## src/rtl/load_unload_mem.sv

```systemverilog
// Responder for the load/unload-memory handshake: moves one word per four-phase
// C-side handshake between the GPIO registers and the PNL BRAM, base..upper inclusive.
module load_unload_mem #(
  parameter int unsigned PNL_BRAM_ADDR_SIZE_NB   = 14,
  parameter int unsigned PNL_BRAM_DBITS_WIDTH_NB = 16
) (
  input  logic                               clk,
  input  logic                               reset,
  input  logic                               start,
  output logic                               ready,
  input  logic                               load_unload,
  input  logic [PNL_BRAM_ADDR_SIZE_NB-1:0]   base_address,
  input  logic [PNL_BRAM_ADDR_SIZE_NB-1:0]   upper_limit,
  input  logic                               CP_req,
  input  logic [PNL_BRAM_DBITS_WIDTH_NB-1:0] CP_din,
  output logic                               PL_ack,
  output logic [PNL_BRAM_DBITS_WIDTH_NB-1:0] PL_dout,
  output logic [PNL_BRAM_ADDR_SIZE_NB-1:0]   BRAM_addr,
  output logic [PNL_BRAM_DBITS_WIDTH_NB-1:0] BRAM_din,
  output logic                               BRAM_we,
  input  logic [PNL_BRAM_DBITS_WIDTH_NB-1:0] BRAM_dout
);

  localparam int unsigned AW = PNL_BRAM_ADDR_SIZE_NB;
  localparam int unsigned DW = PNL_BRAM_DBITS_WIDTH_NB;

  typedef enum logic [2:0] {
    StIdle,
    StWaitReq,
    StWrite,
    StRead,
    StAck
  } state_e;

  state_e          state_q, state_d;
  logic            unload_q, unload_d;
  logic [AW-1:0]   upper_q, upper_d;
  logic [AW-1:0]   addr_q, addr_d;
  logic [DW-1:0]   din_q, din_d;
  logic [DW-1:0]   dout_q, dout_d;

  always_ff @(posedge clk or negedge reset) begin
    if (!reset) begin
      state_q  <= StIdle;
      unload_q <= 1'b0;
      upper_q  <= '0;
      addr_q   <= '0;
      din_q    <= '0;
      dout_q   <= '0;
    end else begin
      state_q  <= state_d;
      unload_q <= unload_d;
      upper_q  <= upper_d;
      addr_q   <= addr_d;
      din_q    <= din_d;
      dout_q   <= dout_d;
    end
  end

  always_comb begin
    state_d  = state_q;
    unload_d = unload_q;
    upper_d  = upper_q;
    addr_d   = addr_q;
    din_d    = din_q;
    dout_d   = dout_q;
    unique case (state_q)
      StIdle: begin
        if (start) begin
          unload_d = load_unload;
          upper_d  = upper_limit;
          addr_d   = base_address;
          state_d  = StWaitReq;
        end
      end
      StWaitReq: begin
        if (CP_req) begin
          if (unload_q) begin
            state_d = StRead;
          end else begin
            din_d   = CP_din;
            state_d = StWrite;
          end
        end
      end
      StWrite: state_d = StAck;
      StRead: begin
        // Address has been stable since WAIT_REQ, so the 1-cycle read data is valid now.
        dout_d  = BRAM_dout;
        state_d = StAck;
      end
      StAck: begin
        if (!CP_req) begin
          if (addr_q == upper_q) begin
            state_d = StIdle;
          end else begin
            addr_d  = addr_q + 1'b1;
            state_d = StWaitReq;
          end
        end
      end
      default: state_d = StIdle;
    endcase
  end

  // All outputs are state decodes or registers; no input-to-output paths.
  assign ready     = (state_q == StIdle);
  assign PL_ack    = (state_q == StAck);
  assign BRAM_we   = (state_q == StWrite);
  assign BRAM_addr = addr_q;
  assign BRAM_din  = din_q;
  assign PL_dout   = dout_q;

endmodule

```

## config.mk

```make
export PLATFORM = sky130hd
export DESIGN_NAME = load_unload_mem
export DESIGN_NICKNAME = d
export VERILOG_FILES = /design/src/rtl/load_unload_mem.sv
export SDC_FILE = /design/constraint.sdc
export NUM_CORES = 1
export LEC_CHECK = 0
export BUFFER_PORTS_ARGS = -buffer_cell sky130_fd_sc_hd__buf_2
export CAP_MARGIN = 20
export CELL_PAD_IN_SITES_DETAIL_PLACEMENT = 1
export CELL_PAD_IN_SITES_GLOBAL_PLACEMENT = 2
export CORE_AREA = 2 2 102 104
export CTS_BUF_LIST = sky130_fd_sc_hd__clkbuf_4
export CTS_CLUSTER_SIZE = 24
export DETAILED_ROUTE_END_ITERATION = 12
export DIE_AREA = 0 0 104 106
export PLACE_DENSITY_LB_ADDON = 0.1
export SYNTH_ARGS = -nofsm -noshare
export SYNTH_HDL_FRONTEND = slang
export SYNTH_SLANG_ARGS = --single-unit
```

## constraint.sdc

```tcl
create_clock -name clk -period 2.5 [get_ports clk]
set_clock_uncertainty 0.15 [all_clocks]
set_input_delay 0.25 -clock clk [delete_from_list [all_inputs] [get_ports clk]]
set_output_delay 0.25 -clock clk [all_outputs]
set_load 0.05 [all_outputs]
```

* Yosys cells after proc, flatten, opt, wreduce, memory -nomap -nowiden *
Cells that the tools add are included.
W data, S select, Z words.

word-level totals
  bits in registers = 64
  input bits = 65
  output and inout port bits = 49
  word-level logic and storage cells = 34

operators by class
  add/sub/neg operators = 1
  equality and inequality tests = 9
  muxes and demuxes = 10
  bitwise logic cells = 1
  reductions and logical operators = 7

operators with widths
  cell                     count
  $mux W14                 3
  $pmux W14 S2             1
  $add A14 B1 Y14 const B  1
  $eq A14 B14 Y1           1
  $pmux W3 S4              1
  $mux W3                  3
  $ne A2 B2 Y1 const B     4
  $eq A3 B2 Y1 const B     2
  $reduce_and A3 Y1        2
  $reduce_and A4 Y1        1
  $eq A3 B1 Y1 const B     1
  $eq A3 B3 Y1 const B     1
  $logic_not A3 Y1         1
  $mux W1                  2
  $reduce_and A2 Y1        1
  $reduce_bool A2 Y1       1
  $reduce_or A2 Y1         1
  $not A1 Y1               1

* Logic depth before layout (Yosys ltp) *
Gate-level depths: netlist of run 1.

  depth after elaboration = 4
  gate-level depth with buffers = 8
  gate-level depth less buffers = 6

* Worst setup path after synthesis of run 1 *
OpenSTA, ideal clock, no wires.

  path kind = register to register
  start point = register state_q[2]
  end point = register upper_q[10]
  setup time = 0.128 ns
  arrival time = 2.449 ns
  required time = 2.222 ns
  path slack = -0.226 ns
  cell stages (with the launch flop) = 7
  path buffers = 3
  period minus slack after synthesis = 2.726 ns
  path through = dfrtp_1 buf_6 nor3_1 and2_1 buf_2 buf_4 mux2_1

between the ends
  word-level cells in the longest chain between the ends = 2

ends and longest elaborated chain
  what                         line  text
  start: declaration           35    state_e state_q, state_d;
  start signal: assignment     44    state_q <= StIdle;
  start signal: assignment     51    state_q <= state_d;
  $logic_not A3 Y1             n/a
  via ready                    10    output logic ready,
  $reduce_and A2 Y1 (no line)  n/a
  end signal: assignment       53    upper_q <= upper_d;
  end: declaration             37    logic [AW-1:0] upper_q, upper_d;

The timed path passes the listed nets, and every way through them passes these cells.
A chain may end at the register's enable or synchronous reset.

* Final worst setup path of run 1 *
  start point = register addr_q[12] (netlist: BRAM_addr[12])
  end point = register addr_q[12] (netlist: BRAM_addr[12])

between the ends
  word-level cells in the longest chain between the ends = 4
  elaborated cells on any way between the ends = 7
  those cells by class = add/sub (1); eq/ne (2); mux (3); reduce/logical (1)

ends and longest elaborated chain
  what                      line  text
  start: declaration        38    logic [AW-1:0] addr_q, addr_d;
  start signal: assignment  54    addr_q <= addr_d;
  $add A14 B1 Y14           97    addr_d = addr_q + 1'b1;
  $mux W14                  94    if (addr_q == upper_q) begin
  $mux W14                  93    if (!CP_req) begin
  $pmux W14 S2              67    unique case (state_q)

Parallel ways exist; a longest one is shown, timed or not. The select of a mux whose other input is x is not followed.

==> results of run 1 <==
## power by group
part | switching [mW] | leakage, nW | total (mW) | internal [mW]
combinational | 2.37 | 1.25 | 3.65 | 1.27
clock | 0.428 | 0.0683 | 0.732 | 0.304
sequential | 0.427 | 0.763 | 1.99 | 1.56
## repair_timing
item | 4_1_cts | 5_1_grt
hold buffers | 55 | 0
setup endpoints to repair | 0 | 1
endpoints found under the hold margin | 80 | 0
resized for setup | 0 | 2
## sequential cells by signal, indices dropped and copies added, names as in the netlist
name,cells
state_q,3
unload_q,1
PL_dout,16
upper_q,14
BRAM_addr,14
BRAM_din,16
## worst max-delay path: cells and delay by family, from the launching register on
kind                      cells  cell delay (ns)
and+or+nand+nor               3             0.94
DFF                           1             0.47
buffers and inverters         1             0.28
xor gates and xnor gates      1             0.21
AOI/OAI and AO/OA             1             0.08
## stage by stage
step | std cells | hold WS [ns] | utilization [%] | setup slack (ns) | instance area, µm²
after floorplan | 246 | -0.1956 | - | 0.2472 | 3085
after global placement | 494 | 0.1684 | 38.43 | 0.2844 | 3842
after detailed placement | 494 | 0.1689 | 38.43 | 0.2551 | 3842
after CTS | 565 | 0.01079 | 45.32 | 0.05480 | 4532
after global routing | 565 | 0.01497 | 45.38 | 0.04487 | 4538
final | 565 | 0.02689 | 45.38 | 0.2492 | 4538
## layout make-up
cell class,count,area [µm²],area share (%)
Multi-Input combinational cell,165,1361,30.00
Tap cell,136,170.2,3.750
Clock buffer,9,67.56,1.489
Timing Repair Buffer,181,1251,27.57
Inverter,3,15.01,0.3309
Clock inverter,7,71.32,1.572
Sequential cell,64,1602,35.29
## path summary, 6_finish.rpt
kind / to / slack (ns) / cells after the start
hold / removal: BRAM_addr[11] / 0.03 / 4
setup reg to reg: BRAM_addr[12] / 0.25 / 6
setup / recovery: BRAM_addr[12] / 0.25 / 6
max in group asynchronous: BRAM_din[5] / 1.33 / 3
min in group asynchronous: BRAM_addr[10] / 0.22 / 2
hold reg to reg: BRAM_din[7] / 0.35 / 1
## kinds of logic after synthesis
| group | count (synthesis) | synth area share [%] |
|---|---|---|
| and+or+nand+nor | 56 | 9.545 |
| adders and majority gates | 1 | 0.4061 |
| xor gates and xnor gates | 18 | 5.362 |
| buffers and inverters | 17 | 4.061 |
| muxes | 53 | 19.78 |
| DFF | 64 | 51.99 |
| AOI/OAI and AO/OA | 37 | 8.855 |
## cell usage in the layout (no fill, tap or decap), types with 2 or more instances in the layout
master,n
a21oi_1,7
a22oi_1,2
and2_1,4
buf_12,3
buf_2,113
buf_4,10
clkbuf_4,9
clkinv_2,2
clkinvlp_4,4
dfrtp_1,64
dlygate4sd3_1,55
inv_1,2
mux2_1,20
mux2_2,27
mux2_4,4
mux2i_1,2
nand2_1,11
nand3_1,6
nand4_1,4
nor2_1,16
nor3_2,2
nor3b_2,2
nor4_1,3
o21ai_0,2
o21ai_2,10
o31a_1,3
o31ai_1,10
xnor2_1,15
xor2_1,2
## per-layer routing
| metal | track usage [%] | vias up | routed length (µm) | part of all wire, % |
|---|---|---|---|---|
| met3 | 3.740 | 11 | 510 | 5.9 |
| li1 | - | 1242 | - | - |
| met1 | 20.92 | 1283 | 3760 | 43 |
| met2 | 29.84 | 72 | 4309 | 49 |
| met4 | 6.081 | 0 | 135 | 1.5 |
| met5 | 0 | - | 0 | 0 |
==> out/qor.yml, run 1 <==
report.final.slew_viol_count: 0
synth_cells: 246
grt_pass1_vias: 2950
pin_count: 114
slew_headroom_pct: 54.18
clock_sinks: 64
synthToLayoutAreaGrowth_pct: 47.32
die_area_um2: 11020
status: "completed"
synth_edf_count: 0
reg2reg_from: "BRAM_addr[12]"
setup_viol: 0
cp_data_arrival_time_ns: 2.41
startpoint: "BRAM_addr[12]"
post-route-drc-count: 0
num-fill-cells: 1139
htree_levels: 3
powerDensity_nw_per_um2: 1403
drive_gt1_share_pct: 44.52
ys_types: 40
gp_congestion: 0.7466
cts_made_buffers: 9
synth_top_area_share_pct: 51.99
wirelength_um: 8715
p_leak_nw: 2.078
irDropWorstVdd_mv: 0.6473
synth_ff_type: "dfrtp_1"
dp_hpwl_um: 6167
io_buffers: 113
cts.clk_slew.worst_paths_ns: 0.12
yosys-top-cells-count: "dfrtp_1 (64), mux2_2 (27), mux2_1 (20), nor2_1 (16), xnor2_1 (15)"
track_usage_pct: 17.12
yosysSeqAreaShare_pct: 51.99
cts_tree: "built"
synth_top_area_cell: "dfrtp_1"
cp_max_fo: 9
synth.top_cells.by_area: "dfrtp_1 (52%), mux2_2 (9.9%), mux2_1 (7.3%), xnor2_1 (4.3%), o21ai_2 (2.8%)"
maxCapViolations: 0
die_height_um: 106
wl_per_cell_um: 15.42
finalCritPeriodShare_pct: 90.03
syn_area_um2: 3080
critPathMaxStageDelay_ns: 0.47
slowest_stage: "dfrtp_1"
vias: 2608
rsz0062_at_grt: "no"
yosys_warnings: 0
synthArstFlopShare_pct: 100.0
cts_setup_buffers: 0
drt_first_iter_violations: 55
grt_overflow: 0
rows: 37
post_drt_via_cell_ratio: 4.616
p_total_mw: 6.366
dieWidth_um: 104
grt_max_degree: 40
ys_seq_elements: 64
min_from: "base_address[11]"
avgSynthCellArea_um2: 12.52
n_antenna_cell: 0
finalCriticalPeriod_ns: 2.251
nets: 490
timing.fmax_mhz: 444.3
grt_first_pass_wirelength_um: 14790
grt_antenna_before_repair: 0
endpoint_kind: "register"
start_kind: "register"
start_util_pct: 30.81
dr.pass1.iters: 4
syn-num-nets: 312
synth_most_common_cell: "dfrtp_1"
worst_pin_slew_ns: 0.6857
clk_latency_ns: 0.42
finalSetupTns_ns: 0
cts_buffer_depth: 2
cts_root_buffer: "clkbuf_4"
worstPathRequired_ns: 2.66
critPathKind: "reg -> reg"
finalHoldViolCount: 0
crit_chain: "xnor2_1, nand4_1, nor4_1, or2_1, buf_4, o21ai_2"
coreArea_um2: 10000
drtAntennaViolNets: 0
hp-class: "in -> reg"
No activity file was read; power rests on OpenSTA's default activity.
==> run 2, diff against run 1 <==
--- a/config.mk
+++ b/config.mk
@@ -14,6 +14,7 @@
 export CTS_CLUSTER_SIZE = 24
 export DETAILED_ROUTE_END_ITERATION = 12
 export DIE_AREA = 0 0 104 106
+export HOLD_SLACK_MARGIN = 0.08
 export PLACE_DENSITY_LB_ADDON = 0.1
 export SYNTH_ARGS = -nofsm -noshare
 export SYNTH_HDL_FRONTEND = slang
==> run 2 against run 1 <==
  * Global-route usage barely moved
  * Worst setup slack got worse by 0.0051 ns
  * Final area rose by 1.5%
  * Worst hold slack improved by 0.091 ns
  * Clock-buffer cell count did not move
==> out/qor.yml, run 2 (synthesis gave the netlist of run 1 again) <==
status: "completed"
wl_per_cell_um: 15.41
min_from: "base_address[3]"
finalCritPeriodShare_pct: 90.23
track_usage_pct: 17.16
synthToLayoutAreaGrowth_pct: 49.59
htree_levels: 3
crit_chain: "xnor2_1, nand4_1, nor4_1, or2_1, buf_4, o21ai_2"
start_util_pct: 30.81
start_kind: "register"
post_drt_via_cell_ratio: 4.640
place_inst: 494
dp_hpwl_um: 6167
grt_overflow: 0
timing.fmax_mhz: 443.3
vias: 2654
hp-class: "in -> reg"
cp_max_fo: 9
top_usage_layer: "met2"
setup_viol: 0
cp_data_arrival_time_ns: 2.42
nets: 497
cts.clk_slew.worst_paths_ns: 0.12
clk_latency_ns: 0.42
finalCriticalPeriod_ns: 2.256
grt_pass1_vias: 2977
pin_count: 114
rsz0062_at_grt: "no"
path_buf_inv: 1
num-fill-cells: 1138
finalSetupTns_ns: 0
grt_antenna_before_repair: 0
p_leak_nw: 2.107
layoutNonFillerInstCount: 572
cts_tree: "built"
use_met2_pct: 30.03
final_cell_mix: "buf_2 (113), dfrtp_1 (64), dlygate4sd3_1 (62), mux2_2 (27), mux2_1 (20)"
drt_first_iter_violations: 46
reg2reg_from: "BRAM_addr[12]"
dr.pass1.iters: 4
use_met3_pct: 3.679
maxCapViolations: 0
cts_root_buffer: "clkbuf_4"
drtAntennaViolNets: 0
coreArea_um2: 10000
finalHoldViolCount: 0
p_total_mw: 6.384
wirelength_um: 8815
critPathMaxStageDelay_ns: 0.48
report.final.slew_viol_count: 0
die_height_um: 106
worstPathRequired_ns: 2.66
setup_ws_ns: 0.2442
n_antenna_cell: 0
met1_usage_pct: 20.92
startpoint: "BRAM_addr[12]"
clock_sinks: 64
cts_made_buffers: 9
drive_gt1_share_pct: 43.81
critPathKind: "reg -> reg"
grt_first_pass_wirelength_um: 14840
worst_pin_slew_ns: 0.6862
irDropWorstVdd_mv: 0.6483
dp_slack_ns: 0.2551
crit_family: "simple AND/OR/NAND/NOR gates"
rows: 37
dieWidth_um: 104
cts_buffer_depth: 2
grt_max_degree: 40
final_common_cell: "buf_2"
io_buffers: 113
die_area_um2: 11020
gp_congestion: 0.7466
powerDensity_nw_per_um2: 1385
slew_headroom_pct: 54.15
endpoint_kind: "register"
slowest_stage: "or2_1"
post-route-drc-count: 0
-- run 2: cell types whose count changed in the layout (fill, tap and decap cells not counted) --
| cell | previous run | this run |
|---|---|---|
| dlygate4sd3_1 | 55 | 62 |
-- run 2: tightest hold or removal path: cells and delay by family --
family | cells | cell delay, ns
muxes | 1 | 0.16
AOI/OAI and AO/OA | 1 | 0.13
buffers and inverters | 1 | 0.07
and+or+nand+nor | 1 | 0.03
-- run 2: layout make-up --
| class | instances | area [µm²] | share of cell area, % |
|---|---|---|---|
| Sequential cell | 64 | 1602 | 34.75 |
| Multi-Input combinational cell | 165 | 1361 | 29.54 |
| Timing Repair Buffer | 188 | 1321 | 28.67 |
| Tap cell | 136 | 170.2 | 3.693 |
| Clock inverter | 7 | 71.32 | 1.548 |
| Clock buffer | 9 | 67.56 | 1.466 |
| Inverter | 3 | 15.01 | 0.3258 |
-- run 2: what timing repair did --
action	CTS	global route
hold endpoints to repair	88	0
hold buffers	62	0
resized for setup	0	2
setup buffers	0	0
endpoints found under the setup margin	0	1
-- run 2: final timing paths --
check	cells past startpoint	end	slack [ns]
setup reg to reg	6	BRAM_addr[12]	0.24
min in group asynchronous	2	BRAM_addr[10]	0.22
hold / removal	4	BRAM_addr[3]	0.12
max in group asynchronous	3	BRAM_din[5]	1.33
setup / recovery	6	BRAM_addr[12]	0.24
hold reg to reg	1	BRAM_din[7]	0.35
-- run 2: power breakdown --
group / switching [mW] / total (mW) / internal (mW)
Sequential: 0.430 / 1.99 / 1.56
Combinational: 2.38 / 3.66 / 1.28
Clock: 0.432 / 0.736 / 0.304
-- run 2: layer usage --
layer  routed length (µm)  up-vias
li1                     -     1254
met1                 3892     1312
met2                 4348       78
met3                  441       10
met4                  133        0
met5                    0        -
-- run 2: per-stage QoR --
| stage | instance area, µm² | hold slack (ns) | util, % |
|---|---|---|---|
| finish | 4608 | 0.1179 | 46.08 |
| detailed placement | 3842 | 0.1689 | 38.43 |
| floorplan | 3085 | -0.1956 | - |
| global placement | 3842 | 0.1684 | 38.43 |
| global route | 4608 | 0.1176 | 46.08 |
| CTS | 4602 | 0.09856 | 46.02 |
